File: src/rtl/clarvi_wb_sequencer_pkg.sv
`default_nettype none
// ============================================================================
//  Module   : clarvi_wb_sequencer_pkg
//  Purpose  : Shared types for the writeback sequencer. Defines the writeback
//             mode, the buffered entry layout, the head FSM state encoding and
//             a helper that picks the first beat of an entry.
//  Ports    : none (package)
//  Revision : 1.0  initial release
// ============================================================================
package clarvi_wb_sequencer_pkg;

    localparam int C_DEPTH  = 2;
    localparam int C_REG_W  = 5;
    localparam int C_DATA_W = 64;
    localparam int C_HALF_W = 32;

    // 2'b11 is illegal; everything that is not LO or HI behaves as FULL.
    typedef enum logic [1:0] {
        WB_LO   = 2'b00,
        WB_HI   = 2'b01,
        WB_FULL = 2'b10
    } wb_mode_t;

    typedef struct packed {
        logic [C_REG_W-1:0]  rd;
        wb_mode_t            mode;
        logic [C_DATA_W-1:0] data;
    } wb_entry_t;

    typedef enum logic [1:0] {
        ST_IDLE    = 2'b00,
        ST_BEAT_LO = 2'b01,
        ST_BEAT_HI = 2'b10
    } wb_state_t;

    // High-only entries skip straight to the high beat.
    function automatic wb_state_t first_beat(input wb_mode_t mode);
        return (mode == WB_HI) ? ST_BEAT_HI : ST_BEAT_LO;
    endfunction

endpackage
`default_nettype wire

File: src/rtl/clarvi_wb_fifo.sv
`default_nettype none
// ============================================================================
//  Module   : clarvi_wb_fifo
//  Purpose  : Two-entry circular buffer of writeback entries.
//  Ports    : clock, reset_n (sync, active-low)
//             push/push_entry  - write a new entry at the tail
//             pop              - retire the head entry
//             head, second     - oldest and next-oldest entries
//             entry_rd, valid  - per-slot destination view for hazard checks
//             count            - occupancy 0..2
//  Revision : 1.0  initial release
// ============================================================================
module clarvi_wb_fifo
    import clarvi_wb_sequencer_pkg::*;
(
    input  logic                              clock,
    input  logic                              reset_n,
    input  logic                              push,
    input  wb_entry_t                         push_entry,
    input  logic                              pop,
    output wb_entry_t                         head,
    output wb_entry_t                         second,
    output logic [C_DEPTH-1:0][C_REG_W-1:0]   entry_rd,
    output logic [C_DEPTH-1:0]                valid,
    output logic [1:0]                        count
);

    wb_entry_t [C_DEPTH-1:0] r_entries_q, w_entries_d;
    logic                    r_rd_ptr_q,  w_rd_ptr_d;
    logic                    r_wr_ptr_q,  w_wr_ptr_d;
    logic [1:0]              r_count_q,   w_count_d;

    always_comb begin
        w_entries_d = r_entries_q;
        w_rd_ptr_d  = r_rd_ptr_q;
        w_wr_ptr_d  = r_wr_ptr_q;
        w_count_d   = r_count_q;
        if (push) begin
            w_entries_d[r_wr_ptr_q] = push_entry;
            w_wr_ptr_d              = ~r_wr_ptr_q;
        end
        if (pop) begin
            w_rd_ptr_d = ~r_rd_ptr_q;
        end
        case ({push, pop})
            2'b10:   w_count_d = r_count_q + 2'd1;
            2'b01:   w_count_d = r_count_q - 2'd1;
            default: w_count_d = r_count_q;
        endcase
    end

    always_ff @(posedge clock) begin
        if (!reset_n) begin
            r_entries_q <= '0;
            r_rd_ptr_q  <= 1'b0;
            r_wr_ptr_q  <= 1'b0;
            r_count_q   <= 2'd0;
        end else begin
            r_entries_q <= w_entries_d;
            r_rd_ptr_q  <= w_rd_ptr_d;
            r_wr_ptr_q  <= w_wr_ptr_d;
            r_count_q   <= w_count_d;
        end
    end

    assign head   = r_entries_q[r_rd_ptr_q];
    assign second = r_entries_q[~r_rd_ptr_q];
    assign count  = r_count_q;

    // A slot is live when the buffer is full, or it is the head of a
    // single-entry buffer.
    for (genvar i = 0; i < C_DEPTH; i++) begin : g_view
        assign entry_rd[i] = r_entries_q[i].rd;
        assign valid[i]    = (r_count_q == 2'd2) ||
                             ((r_count_q == 2'd1) && (r_rd_ptr_q == 1'(i)));
    end

endmodule
`default_nettype wire

File: src/rtl/clarvi_wb_sequencer.sv
`default_nettype none
// ============================================================================
//  Module   : clarvi_wb_sequencer
//  Purpose  : Splits 64-bit writeback results into ordered 32-bit register
//             file writes (low half before high half) and flags sources that
//             still have a buffered write pending.
//  Ports    : clock, reset_n (sync, active-low)
//             in_valid/in_ready/in_rd/in_mode/in_data - writeback request
//             write_enable/write_register/write_part/write_data - to RegFile
//             check_rs1/check_rs2 -> stall_rs1/stall_rs2 - decode hazards
//             busy - buffer non-empty
//  Revision : 1.0  initial release
// ============================================================================
module clarvi_wb_sequencer
    import clarvi_wb_sequencer_pkg::*;
(
    input  logic                clock,
    input  logic                reset_n,
    input  logic                in_valid,
    output logic                in_ready,
    input  logic [C_REG_W-1:0]  in_rd,
    input  wb_mode_t            in_mode,
    input  logic [C_DATA_W-1:0] in_data,
    output logic                write_enable,
    output logic [C_REG_W-1:0]  write_register,
    output logic                write_part,
    output logic [C_HALF_W-1:0] write_data,
    input  logic [C_REG_W-1:0]  check_rs1,
    input  logic [C_REG_W-1:0]  check_rs2,
    output logic                stall_rs1,
    output logic                stall_rs2,
    output logic                busy
);

    wb_entry_t                         w_in_entry;
    wb_entry_t                         w_head;
    wb_entry_t                         w_second;
    logic [C_DEPTH-1:0][C_REG_W-1:0]   w_entry_rd;
    logic [C_DEPTH-1:0]                w_valid;
    logic [1:0]                        w_count;
    logic                              w_push;
    logic                              w_pop;

    wb_state_t                 r_state_q, w_state_d;
    logic                      r_we_q,    w_we_d;
    logic [C_REG_W-1:0]        r_reg_q,   w_reg_d;
    logic                      r_part_q,  w_part_d;
    logic [C_HALF_W-1:0]       r_data_q,  w_data_d;
    logic [C_REG_W-1:0]        w_sel_rd;
    logic [C_DATA_W-1:0]       w_sel_data;

    assign w_in_entry = '{rd: in_rd, mode: in_mode, data: in_data};
    assign in_ready   = reset_n && (w_count != 2'd2);
    assign w_push     = in_valid && in_ready;

    // Pop is decided from registered state alone, keeping in_valid out of
    // the path to the write outputs.
    assign w_pop = (r_state_q == ST_BEAT_HI) ||
                   ((r_state_q == ST_BEAT_LO) && (w_head.mode == WB_LO));

    clarvi_wb_fifo u_fifo (
        .clock      (clock),
        .reset_n    (reset_n),
        .push       (w_push),
        .push_entry (w_in_entry),
        .pop        (w_pop),
        .head       (w_head),
        .second     (w_second),
        .entry_rd   (w_entry_rd),
        .valid      (w_valid),
        .count      (w_count)
    );

    // Next-state and next-output: the entry driving the write outputs next
    // cycle is either the current head (LO->HI of a FULL entry), the entry
    // behind it after a pop, or the request being accepted right now.
    always_comb begin
        w_state_d  = r_state_q;
        w_sel_rd   = w_head.rd;
        w_sel_data = w_head.data;
        if ((r_state_q == ST_BEAT_LO) && !w_pop) begin
            w_state_d = ST_BEAT_HI;
        end else if (w_pop && (w_count == 2'd2)) begin
            w_state_d  = first_beat(w_second.mode);
            w_sel_rd   = w_second.rd;
            w_sel_data = w_second.data;
        end else if (w_push) begin
            w_state_d  = first_beat(in_mode);
            w_sel_rd   = in_rd;
            w_sel_data = in_data;
        end else begin
            w_state_d = ST_IDLE;
        end

        // rd == 0 keeps its beat slots but never writes.
        w_we_d   = (w_state_d != ST_IDLE) && (w_sel_rd != '0);
        w_reg_d  = (w_state_d != ST_IDLE) ? w_sel_rd : '0;
        w_part_d = (w_state_d == ST_BEAT_HI);
        case (w_state_d)
            ST_BEAT_LO: w_data_d = w_sel_data[C_HALF_W-1:0];
            ST_BEAT_HI: w_data_d = w_sel_data[C_DATA_W-1:C_HALF_W];
            default:    w_data_d = '0;
        endcase
    end

    always_ff @(posedge clock) begin
        if (!reset_n) begin
            r_state_q <= ST_IDLE;
            r_we_q    <= 1'b0;
            r_reg_q   <= '0;
            r_part_q  <= 1'b0;
            r_data_q  <= '0;
        end else begin
            r_state_q <= w_state_d;
            r_we_q    <= w_we_d;
            r_reg_q   <= w_reg_d;
            r_part_q  <= w_part_d;
            r_data_q  <= w_data_d;
        end
    end

    assign write_enable   = r_we_q;
    assign write_register = r_reg_q;
    assign write_part     = r_part_q;
    assign write_data     = r_data_q;

    // Only buffered entries count; the head being popped is still buffered
    // this cycle, the request being accepted is not yet.
    logic [C_DEPTH-1:0] w_hit_rs1, w_hit_rs2;
    for (genvar i = 0; i < C_DEPTH; i++) begin : g_hazard
        assign w_hit_rs1[i] = w_valid[i] && (w_entry_rd[i] != '0) &&
                              (w_entry_rd[i] == check_rs1);
        assign w_hit_rs2[i] = w_valid[i] && (w_entry_rd[i] != '0) &&
                              (w_entry_rd[i] == check_rs2);
    end

    assign stall_rs1 = |w_hit_rs1;
    assign stall_rs2 = |w_hit_rs2;
    assign busy      = (w_count != 2'd0);

endmodule
`default_nettype wire

File: config.mk
export PLATFORM = sky130hd
export DESIGN_NAME = clarvi_wb_sequencer
export DESIGN_NICKNAME = d
export VERILOG_FILES = /design/src/rtl/clarvi_wb_sequencer_pkg.sv /design/src/rtl/clarvi_wb_fifo.sv /design/src/rtl/clarvi_wb_sequencer.sv
export SDC_FILE = /design/constraint.sdc
export NUM_CORES = 1
export LEC_CHECK = 0
export ABC_AREA = 1
export BUFFER_PORTS_ARGS = -buffer_cell sky130_fd_sc_hd__buf_2
export CORE_MARGIN = 2
export CORE_UTILIZATION = 53
export DETAILED_ROUTE_END_ITERATION = 8
export PLACE_DENSITY_LB_ADDON = 0.1
export SLEW_MARGIN = 20
export SYNTH_ARGS = -nofsm -noshare
export SYNTH_HDL_FRONTEND = slang
export SYNTH_SLANG_ARGS = --single-unit
export TNS_END_PERCENT = 30
File: constraint.sdc
create_clock -name clock -period 3 [get_ports clock]
set_input_delay 0.9 -clock clock [delete_from_list [all_inputs] [get_ports clock]]
set_output_delay 0.9 -clock clock [all_outputs]
set_load 0.03 [all_outputs]
==> flow_summary.json, run 1 <==
{
  "num_rows": 49,
  "nFillCells": 1732,
  "synth_area_um2": 9800,
  "synth_nets": 1495,
  "drt_wl_total_um": 24600,
  "r2r_cells": 18,
  "nets": 1551,
  "synthMuxAreaShare": 0,
  "multi_input_area_um2": 4740,
  "clkTransAtPathRegs_ps": 70,
  "report.final.hold_viol_count": 0,
  "synth_top_family_by_area": "compound AO/OA/AOI/OAI gates",
  "die_area_um2": 19600,
  "min_path_cells": 2,
  "critPathSlowestCell": "dfxtp_1",
  "switchingPower_mw": 1.76,
  "p_leak_nw": 4.84,
  "critPathCaptureType": "output pin",
  "grt_usage": 0.249,
  "fmaxAchievable_mhz": 356,
  "layout-drive-gt1-share": 0.139,
  "grt_pass1_vias": 8276,
  "hold_end": "u_fifo.r_entries_q[136]$_SDFFE_PN0P_",
  "setup.worst_path.start_class": "register",
  "yosys_warnings": 0,
  "cts_root_buffer": "clkbuf_16",
  "timing.final.crit_period_ps": 2810,
  "worstSetupPathType": "reg -> out",
  "worst_slew_pin_slew_ps": 930,
  "syn_area_per_cell_um2": 6.98,
  "grt_start_max_net_pins": 130,
  "power.density_nw_per_um2": 564,
  "drt_iter0_markers": 630,
  "synth_area_leaders": "dfxtp_1 (38%), o21ai_0 (13%), a21oi_1 (9.1%)",
  "synth_top_area_cell": "dfxtp_1",
  "slowest_delay_ps": 320,
  "yosys-top-cells-count": "o21ai_0 (260), nand2_1 (221), inv_1 (190)",
  "ff_latch_area_um2": 3750,
  "ioPinCount": 127,
  "wl_per_cell_um": 14.4,
  "drc": 0,
  "synth_compound_area_frac": 0.318,
  "synth_top_area_frac": 0.382,
  "vias": 9203,
  "synth-edff-count": 0,
  "p_total_mw": 6.21,
  "rsz0062_at_grt": "false",
  "power_frac_comb": 0.167,
  "insertion_delay_ps": 430,
  "crit_chain": "inv_1 -> ha_4 -> inv_1 -> o21ai_0 -> nand4_1 -> o41ai_2 -> buf_2",
  "fin_crit_sh": 0.937,
  "synth-simple-area-share": 0.135,
  "initial_core_util": 0.544,
  "synthCells": 1404,
  "cts_max_level": 4,
  "hpwl_um": 15300,
  "antenna_found_initial": 1,
  "dieHeight_um": 140,
  "p_clk_frac": 0.391,
  "clockBufferDepth": 2,
  "switching_share": 0.284,
  "die_width_um": 140,
  "slew_headroom": 0.380,
  "firstDrtPassIters": 5,
  "synthToLayoutAreaGrowth_pct": 12.4,
  "hold_start": "u_fifo.r_entries_q[136]$_SDFFE_PN0P_",
  "seq_area_frac_synth": 0.382,
  "hold_buffers": 0,
  "p_seq_frac": 0.442,
  "crit_fanout": 6,
  "grt_overflow": 0,
  "numCtsBuffers": 17,
  "r2r_end": "write_data[30]$_SDFF_PN0_",
  "crit_top_cell": "inv_1",
  "hold_path.class": "reg -> reg",
  "worstPathArrival_ps": 1910,
  "skew_ps": 11.4,
  "portBuffers": 126,
  "synthArstFlopShare": 0,
  "reg2reg_slack_ps": 400,
  "core_region_area_um2": 18000,
  "grt_pass1_wl_um": 40400,
  "synth-adder-area-share": 0.00894,
  "intPower_mw": 4.45,
  "ys_ff_latch": 187,
  "setup-violations-final": 0,
  "place_area_um2": 10400,
  "viasPerCell": 5.40,
  "ys.flop_type": "dfxtp_1",
  "postRouteAntennaNets": 0,
  "yosysMostFrequentCell": "o21ai_0",
  "clock_sinks": 187,
  "finalInstanceArea_um2": 11000,
  "netlist-cell-type-count": 31,
  "place.gp.congestion": 0.791,
  "ir_drop_mv": 0.467,
  "worstPathRequired_ps": 2100,
  "synthXorXnorAreaFrac": 0.0188,
  "final.setup.tns_ps": 0,
  "cap_violations": 0,
  "r2r_start": "u_fifo.r_rd_ptr_q$_SDFFE_PN0N_",
  "status": "complete, no violations",
  "final_max_slew_viol_count": 0,
  "cts_tree": "done"
}
power by group through the flow:
| stage | sequential, mW | combinational, mW | clock, mW |
|---|---|---|---|
| floorplan | 2.81 | 0.736 | 0 |
| global placement | 2.79 | 1.01 | 0 |
| detailed placement | 2.79 | 1.03 | 0 |
| CTS | 2.74 | 1.03 | 2.47 |
| global route | 2.76 | 1.18 | 2.57 |
| finish | 2.74 | 1.04 | 2.43 |
worst max-delay path by stage:
stage / startpoint / endpoint / slack [ps]
finish: u_fifo.count[0]$_SDFFE_PN0P_ / stall_rs1 / 190
global route: u_fifo.r_rd_ptr_q$_SDFFE_PN0N_ / stall_rs1 / 50
CTS: u_fifo.count[0]$_SDFFE_PN0P_ / stall_rs1 / 20
detailed placement: reset_n / write_data[31]$_SDFF_PN0_ / 130
global placement: reset_n / write_data[30]$_SDFF_PN0_ / 240
floorplan: reset_n / write_data[24]$_SDFF_PN0_ / 30
per-stage QoR:
step	std cells	utilization	hold WS [ps]	setup slack, ps
final	1703	0.611	498	189
after global routing	1703	0.611	525	52.0
after CTS	1701	0.609	500	16.2
after detailed placement	1670	0.574	470	134
after global placement	1670	0.574	464	236
after floorplan	1404	-	444	34.2
sequential cells by signal (all words and copies together), names as in the netlist:
name                cells
u_fifo.r_entries_q    132
u_fifo.entry_rd        10
write_enable            1
u_fifo.r_rd_ptr_q       1
write_register          5
write_data             32
write_part              1
u_fifo.r_wr_ptr_q       1
r_state_q               2
u_fifo.count            2
worst max-delay path: cells and delay by family, from the launching register on:
| family | cells | cell delay, ps |
|---|---|---|
| adder cells (fa/ha/maj) | 1 | 230 |
| flip-flops | 1 | 320 |
| buffers and inverters | 3 | 450 |
| AND/OR/NAND/NOR | 1 | 150 |
| AO/OA/AOI/OAI | 2 | 320 |
area by class of cell:
class	instances	share of cell area
antenna	1	0.000227
sequential	187	0.340
tap	229	0.0260
clock inverter	10	0.0145
multi-input combinational	910	0.430
timing repair buffer	151	0.0797
clock buffer	22	0.0431
inverter	193	0.0660
logic make-up after synthesis:
| family | count (synthesis) |
|---|---|
| buf+inv | 307 |
| fa+ha+maj | 7 |
| xor+xnor | 21 |
| compound gates | 565 |
| simple gates | 317 |
| flops | 187 |
metal layers:
metal / vias to the layer above / share of wire / GRT usage
met1: 4171 / 0.47 / 0.334
met5: - / 0 / 0
met3: 28 / 0.044 / 0.0492
met4: 0 / 0.013 / 0.0684
li1: 4815 / - / -
met2: 189 / 0.48 / 0.412
what timing repair did:
item	4_1_cts	5_1_grt
endpoints found under the setup margin	2	26
buffers inserted	0	1
gates resized for setup	0	5
cells in the final DEF (no fill, tap or decap), drive strengths merged, types with 3 or more instances in the layout:
master / instances
nand2: 227
clkbuf: 22
clkinv: 3
inv: 195
ha: 7
o211ai: 87
a21oi: 179
nor2: 31
xnor2: 8
buf: 151
a31oi: 31
nor3: 6
xor2: 13
bufinv: 4
a211oi: 3
dfxtp: 187
nand3: 46
o21ai: 263
or2: 3
nand4: 4
Power figures use the tool's default switching activity.
==> run 2, diff against run 1 <==
--- a/config.mk
+++ b/config.mk
@@ -8,9 +8,10 @@
 export ABC_AREA = 1
 export BUFFER_PORTS_ARGS = -buffer_cell sky130_fd_sc_hd__buf_2
 export CORE_MARGIN = 2
-export CORE_UTILIZATION = 53
+export CORE_UTILIZATION = 30
 export DETAILED_ROUTE_END_ITERATION = 8
 export PLACE_DENSITY_LB_ADDON = 0.1
+export SETUP_SLACK_MARGIN = 0.1
 export SLEW_MARGIN = 20
 export SYNTH_ARGS = -nofsm -noshare
 export SYNTH_HDL_FRONTEND = slang
==> run 2 against run 1 <==
  * First-iteration DRC count rose by 5.6%
  * Sequential share of layout area down 1.0 points
  * Critical path depth shrank 1
  * Utilization shrank 26 points
  * Non-clock buffer count grew 9
  * Critical path type is now in -> out
  * Largest power group unchanged
==> flow_summary.json, run 2 (same netlist as run 1, synthesis figures left out) <==
{
  "portBuffers": 126,
  "crit_fanout": 2,
  "grt_pass1_wl_um": 46400,
  "finalHoldWorstSlack_ps": 481,
  "core_region_area_um2": 32400,
  "grt_pass1_vias": 8689,
  "ir_drop_mv": 0.419,
  "final_common_cell": "o21ai_0",
  "viasPerCell": 4.77,
  "hold_path.class": "reg -> reg",
  "hpwl_um": 18000,
  "antenna_found_initial": 0,
  "setup.worst_path.start_class": "primary input",
  "initial_core_util": 0.303,
  "hold_buffers": 0,
  "instances_no_fill": 1924,
  "clock_sinks": 187,
  "nFillCells": 3537,
  "rsz0062_at_grt": "false",
  "worst_slew_pin_slew_ps": 1050,
  "diodes": 0,
  "dp_cells": 1888,
  "slew_headroom": 0.300,
  "crit_chain": "buf_2 -> xor2_1 -> nor3_1 -> nand3_1 -> o21ai_0 -> buf_4",
  "grt_usage": 0.173,
  "cts_max_level": 4,
  "worstPathRequired_ps": 2100,
  "dieHeight_um": 185,
  "regMostFlops": "u_fifo.r_entries_q",
  "worstSetupPathType": "in -> out",
  "drc": 0,
  "die_area_um2": 34100,
  "drt_wl_total_um": 28600,
  "clkTransAtPathRegs_ps": 70,
  "p_clk_frac": 0.381,
  "largest_reg_flops": 132,
  "power_frac_comb": 0.175,
  "clockBufferDepth": 2,
  "grt_start_max_net_pins": 145,
  "skew_ps": 13.4,
  "cts_root_buffer": "clkbuf_16",
  "cts_tree": "done",
  "intPower_mw": 4.31,
  "layout-drive-gt1-share": 0.148,
  "status": "complete, no violations",
  "fmaxAchievable_mhz": 367,
  "nets": 1560,
  "firstDrtPassIters": 5,
  "power.density_nw_per_um2": 544,
  "p_leak_nw": 4.88,
  "critPathCaptureType": "output pin",
  "wl_per_cell_um": 14.8,
  "switching_share": 0.303,
  "critPathSlowestCell": "nor3_1",
  "postRouteAntennaNets": 0,
  "mostFrequentLayoutCells": "o21ai_0 (258), nand2_1 (220), inv_1 (189)",
  "cap_violations": 0,
  "timing.final.crit_period_ps": 2720,
  "setup-violations-final": 0,
  "report.final.hold_viol_count": 0,
  "num_rows": 66,
  "fin_crit_sh": 0.907,
  "switchingPower_mw": 1.88,
  "insertion_delay_ps": 440,
  "ioPinCount": 127,
  "die_width_um": 185,
  "final.setup.tns_ps": 0,
  "place.gp.congestion": 0.754,
  "worstPathArrival_ps": 1820,
  "reg2reg_slack_ps": 470,
  "numCtsBuffers": 17,
  "slowest_delay_ps": 210,
  "vias": 9168,
  "grt_overflow": 0,
  "synthToLayoutAreaGrowth_pct": 15.9,
  "drt_iter0_markers": 665,
  "p_seq_frac": 0.444,
  "final_max_slew_viol_count": 0
}
[run 2: layout make-up]
cell class,instances,area [µm²],share of cell area
clock buffers,20,467,0.0411
clock inverters,12,136,0.0120
inverters,193,728,0.0641
multi-input cells,910,4740,0.418
flip-flops and latches,187,3750,0.330
well taps,442,553,0.0487
repair buffers,160,985,0.0867
[run 2: worst paths after layout]
path / start / cells after the start / end
setup / recovery: check_rs2[1] / 6 / stall_rs2
hold / removal: u_fifo.r_entries_q[136]$_SDFFE_PN0P_ / 2 / u_fifo.r_entries_q[136]$_SDFFE_PN0P_
setup reg to reg: u_fifo.r_rd_ptr_q$_SDFFE_PN0N_ / 18 / write_data[12]$_SDFF_PN0_
hold reg to reg: u_fifo.r_entries_q[136]$_SDFFE_PN0P_ / 2 / u_fifo.r_entries_q[136]$_SDFFE_PN0P_
[run 2: worst max-delay path, delay by kind of cell]
kind            cells  cell delay, ps
buf+inv             2             310
simple gates        2             290
compound gates      1             190
xor+xnor            1             140
[run 2: layer usage]
| metal | share of wire | GRT usage | vias up | wire (µm) |
|---|---|---|---|---|
| li1 | - | - | 4821 | - |
| met1 | 0.50 | 0.234 | 4151 | 14200 |
| met2 | 0.45 | 0.277 | 171 | 12800 |
| met3 | 0.036 | 0.0340 | 25 | 1040 |
| met4 | 0.017 | 0.0524 | 0 | 495 |
| met5 | 0 | 0 | - | 0 |
[run 2: per-stage QoR]
| step | area (µm²) | utilization | setup WS, ps | power, mW |
|---|---|---|---|---|
| 3_3_place_gp | 10700 | 0.331 | 255 | 3.88 |
| 5_1_grt | 11400 | 0.351 | 104 | 6.54 |
| 3_5_place_dp | 10700 | 0.331 | 206 | 3.88 |
| 4_1_cts | 11300 | 0.350 | 103 | 6.29 |
| 6_report | 11400 | 0.351 | 278 | 6.18 |
| 2_1_floorplan | 9810 | - | 107 | 3.54 |
[run 2: timing repair]
item                       in CTS  in global routing
gates resized for setup         2                  7
hold endpoints to repair        0                  0
setup buffers                   1                  3
setup endpoints to repair       2                  2
pin swaps                       0                  1
[run 2: power groups by stage]
stage	Sequential, mW	Clock (mW)	Combinational, mW
global route	2.76	2.54	1.23
detailed placement	2.80	0	1.08
CTS	2.74	2.45	1.09
floorplan	2.81	0	0.736
global placement	2.80	0	1.07
finish	2.74	2.36	1.08
==> run 3, diff against run 2 <==
--- a/config.mk
+++ b/config.mk
@@ -11,6 +11,7 @@
 export CORE_UTILIZATION = 30
 export DETAILED_ROUTE_END_ITERATION = 8
 export PLACE_DENSITY_LB_ADDON = 0.1
+export RECOVER_POWER = 50
 export SETUP_SLACK_MARGIN = 0.1
 export SLEW_MARGIN = 20
 export SYNTH_ARGS = -nofsm -noshare
==> run 3 against run 2 <==
  * Critical path depth is the same
  * Utilization down 0.32 points
  * Final cell count is the same
  * Hold slack is essentially flat
  * Maximum frequency about the same
  * Combinational power about the same
  * Register-to-register slack worse by 60 ps
  * Clock-buffer cell count unchanged
  * Largest cell class unchanged
  * Non-clock buffer count unchanged
  * Highest routed layer unchanged
  * Critical path type unchanged
  * Global-route usage unchanged
  * Clock skew hardly changed
==> flow_summary.json, run 3 (same netlist as run 1, synthesis figures left out) <==
{
  "ir_drop_mv": 0.418,
  "final_common_cell": "o21ai_0",
  "hold_path.class": "reg -> reg",
  "antenna_found_initial": 0,
  "grt_overflow": 0,
  "report.final.hold_viol_count": 0,
  "critPathCaptureType": "output pin",
  "p_leak_nw": 4.70,
  "drt_wl_total_um": 28600,
  "grt_pass1_vias": 8689,
  "postRouteAntennaNets": 0,
  "crit_fanout": 2,
  "cts_max_level": 4,
  "r2r_start": "u_fifo.count[0]$_SDFFE_PN0P_",
  "diodes": 0,
  "clockBufferDepth": 2,
  "setup.worst_path.start_class": "primary input",
  "grt_start_max_net_pins": 145,
  "dp_cells": 1888,
  "hold_start": "u_fifo.r_entries_q[136]$_SDFFE_PN0P_",
  "slew_headroom": 0.306,
  "clock_sinks": 187,
  "cts_tree": "done",
  "drc": 0,
  "min_path_cells": 2,
  "numCtsBuffers": 17,
  "worst_slew_pin_slew_ps": 1040,
  "cts_root_buffer": "clkbuf_16",
  "grt_pass1_wl_um": 46400,
  "worstPathArrival_ps": 1820,
  "portBuffers": 126,
  "firstDrtPassIters": 5,
  "num_rows": 66,
  "wl_per_cell_um": 14.8,
  "initial_core_util": 0.303,
  "fin_crit_sh": 0.907,
  "clkTransAtPathRegs_ps": 70,
  "vias": 9187,
  "regMostFlops": "u_fifo.r_entries_q",
  "drt_iter0_markers": 653,
  "worstPathRequired_ps": 2100,
  "ioPinCount": 127,
  "hold_buffers": 0,
  "r2r_cells": 10,
  "timing.final.crit_period_ps": 2720,
  "mostFrequentLayoutCells": "o21ai_0 (258), nand2_1 (220), inv_1 (189)",
  "die_width_um": 185,
  "die_area_um2": 34100,
  "nets": 1560,
  "core_region_area_um2": 32400,
  "place.gp.congestion": 0.754,
  "final.setup.tns_ps": 0,
  "setup-violations-final": 0,
  "dieHeight_um": 185,
  "rsz0062_at_grt": "false",
  "insertion_delay_ps": 440,
  "reg2reg_slack_ps": 410,
  "synthToLayoutAreaGrowth_pct": 14.9,
  "worstSetupPathType": "in -> out",
  "largest_reg_flops": 132,
  "skew_ps": 13.5,
  "fmaxAchievable_mhz": 367,
  "final_max_slew_viol_count": 0,
  "finalHoldWorstSlack_ps": 481,
  "instances_no_fill": 1924,
  "r2r_end": "u_fifo.r_entries_q[99]$_SDFFE_PN0P_",
  "place_area_um2": 10700,
  "cap_violations": 0,
  "finalInstanceArea_um2": 11300,
  "hpwl_um": 18000,
  "grt_usage": 0.173,
  "viasPerCell": 4.77,
  "status": "complete, no violations",
  "power.density_nw_per_um2": 547,
  "layout-drive-gt1-share": 0.118,
  "hold_end": "u_fifo.r_entries_q[136]$_SDFFE_PN0P_"
}
## run 3: final cells by class
class,instances,area (µm²)
clock inverters,12,136
flip-flops and latches,187,3750
multi-input cells,910,4720
clock buffers,20,467
inverters,193,728
repair buffers,160,903
fillers,3555,21100
well taps,442,553
## run 3: timing repair
item                                    4_1_cts  5_1_grt
setup buffers                                 1        3
pin swaps                                     0        1
endpoints found under the setup margin        2        2
cloned                                        0        0
gates resized for setup                       2        7
## run 3: worst max-delay path, stage by stage
cell	delay, ps
buf_2	120
xor2_1	140
nor3_1	210
nand3_1	80
o21ai_0	190
buf_4	190
## run 3: where the power goes
group | internal (mW) | switching (mW) | leakage [nW]
Combinational | 0.349 | 0.711 | 2.87
Clock | 1.31 | 1.05 | 0.301
Sequential | 2.64 | 0.106 | 1.52
## run 3: metal layers
metal  up-vias  GRT usage  wire length (µm)
li1       4825          -                 -
met1      4149      0.234             14100
met2       188      0.277             12800
met3        25     0.0340              1160
met4         0     0.0524               494
met5         -          0                 0
## run 3: worst max path at each step
stage / from / endpoint / slack (ps) / cells after the start
after floorplan: reset_n / write_data[24]$_SDFF_PN0_ / 110 / 17
final: check_rs2[1] / stall_rs2 / 280 / 6
after detailed placement: reset_n / write_data[1]$_SDFF_PN0_ / 210 / 16
after global routing: u_fifo.count[0]$_SDFFE_PN0P_ / u_fifo.r_entries_q[100]$_SDFFE_PN0P_ / 50 / 10
after CTS: u_fifo.count[1]$_SDFFE_PN0P_ / stall_rs1 / 100 / 7
after global placement: check_rs2[1] / stall_rs2 / 260 / 6
## run 3: metrics by stage
step	setup slack (ps)	total power, mW	utilization
floorplan	107	3.54	-
global placement	255	3.88	0.331
detailed placement	206	3.88	0.331
CTS	103	6.29	0.350
global route	54.0	6.52	0.348
finish	278	6.16	0.348
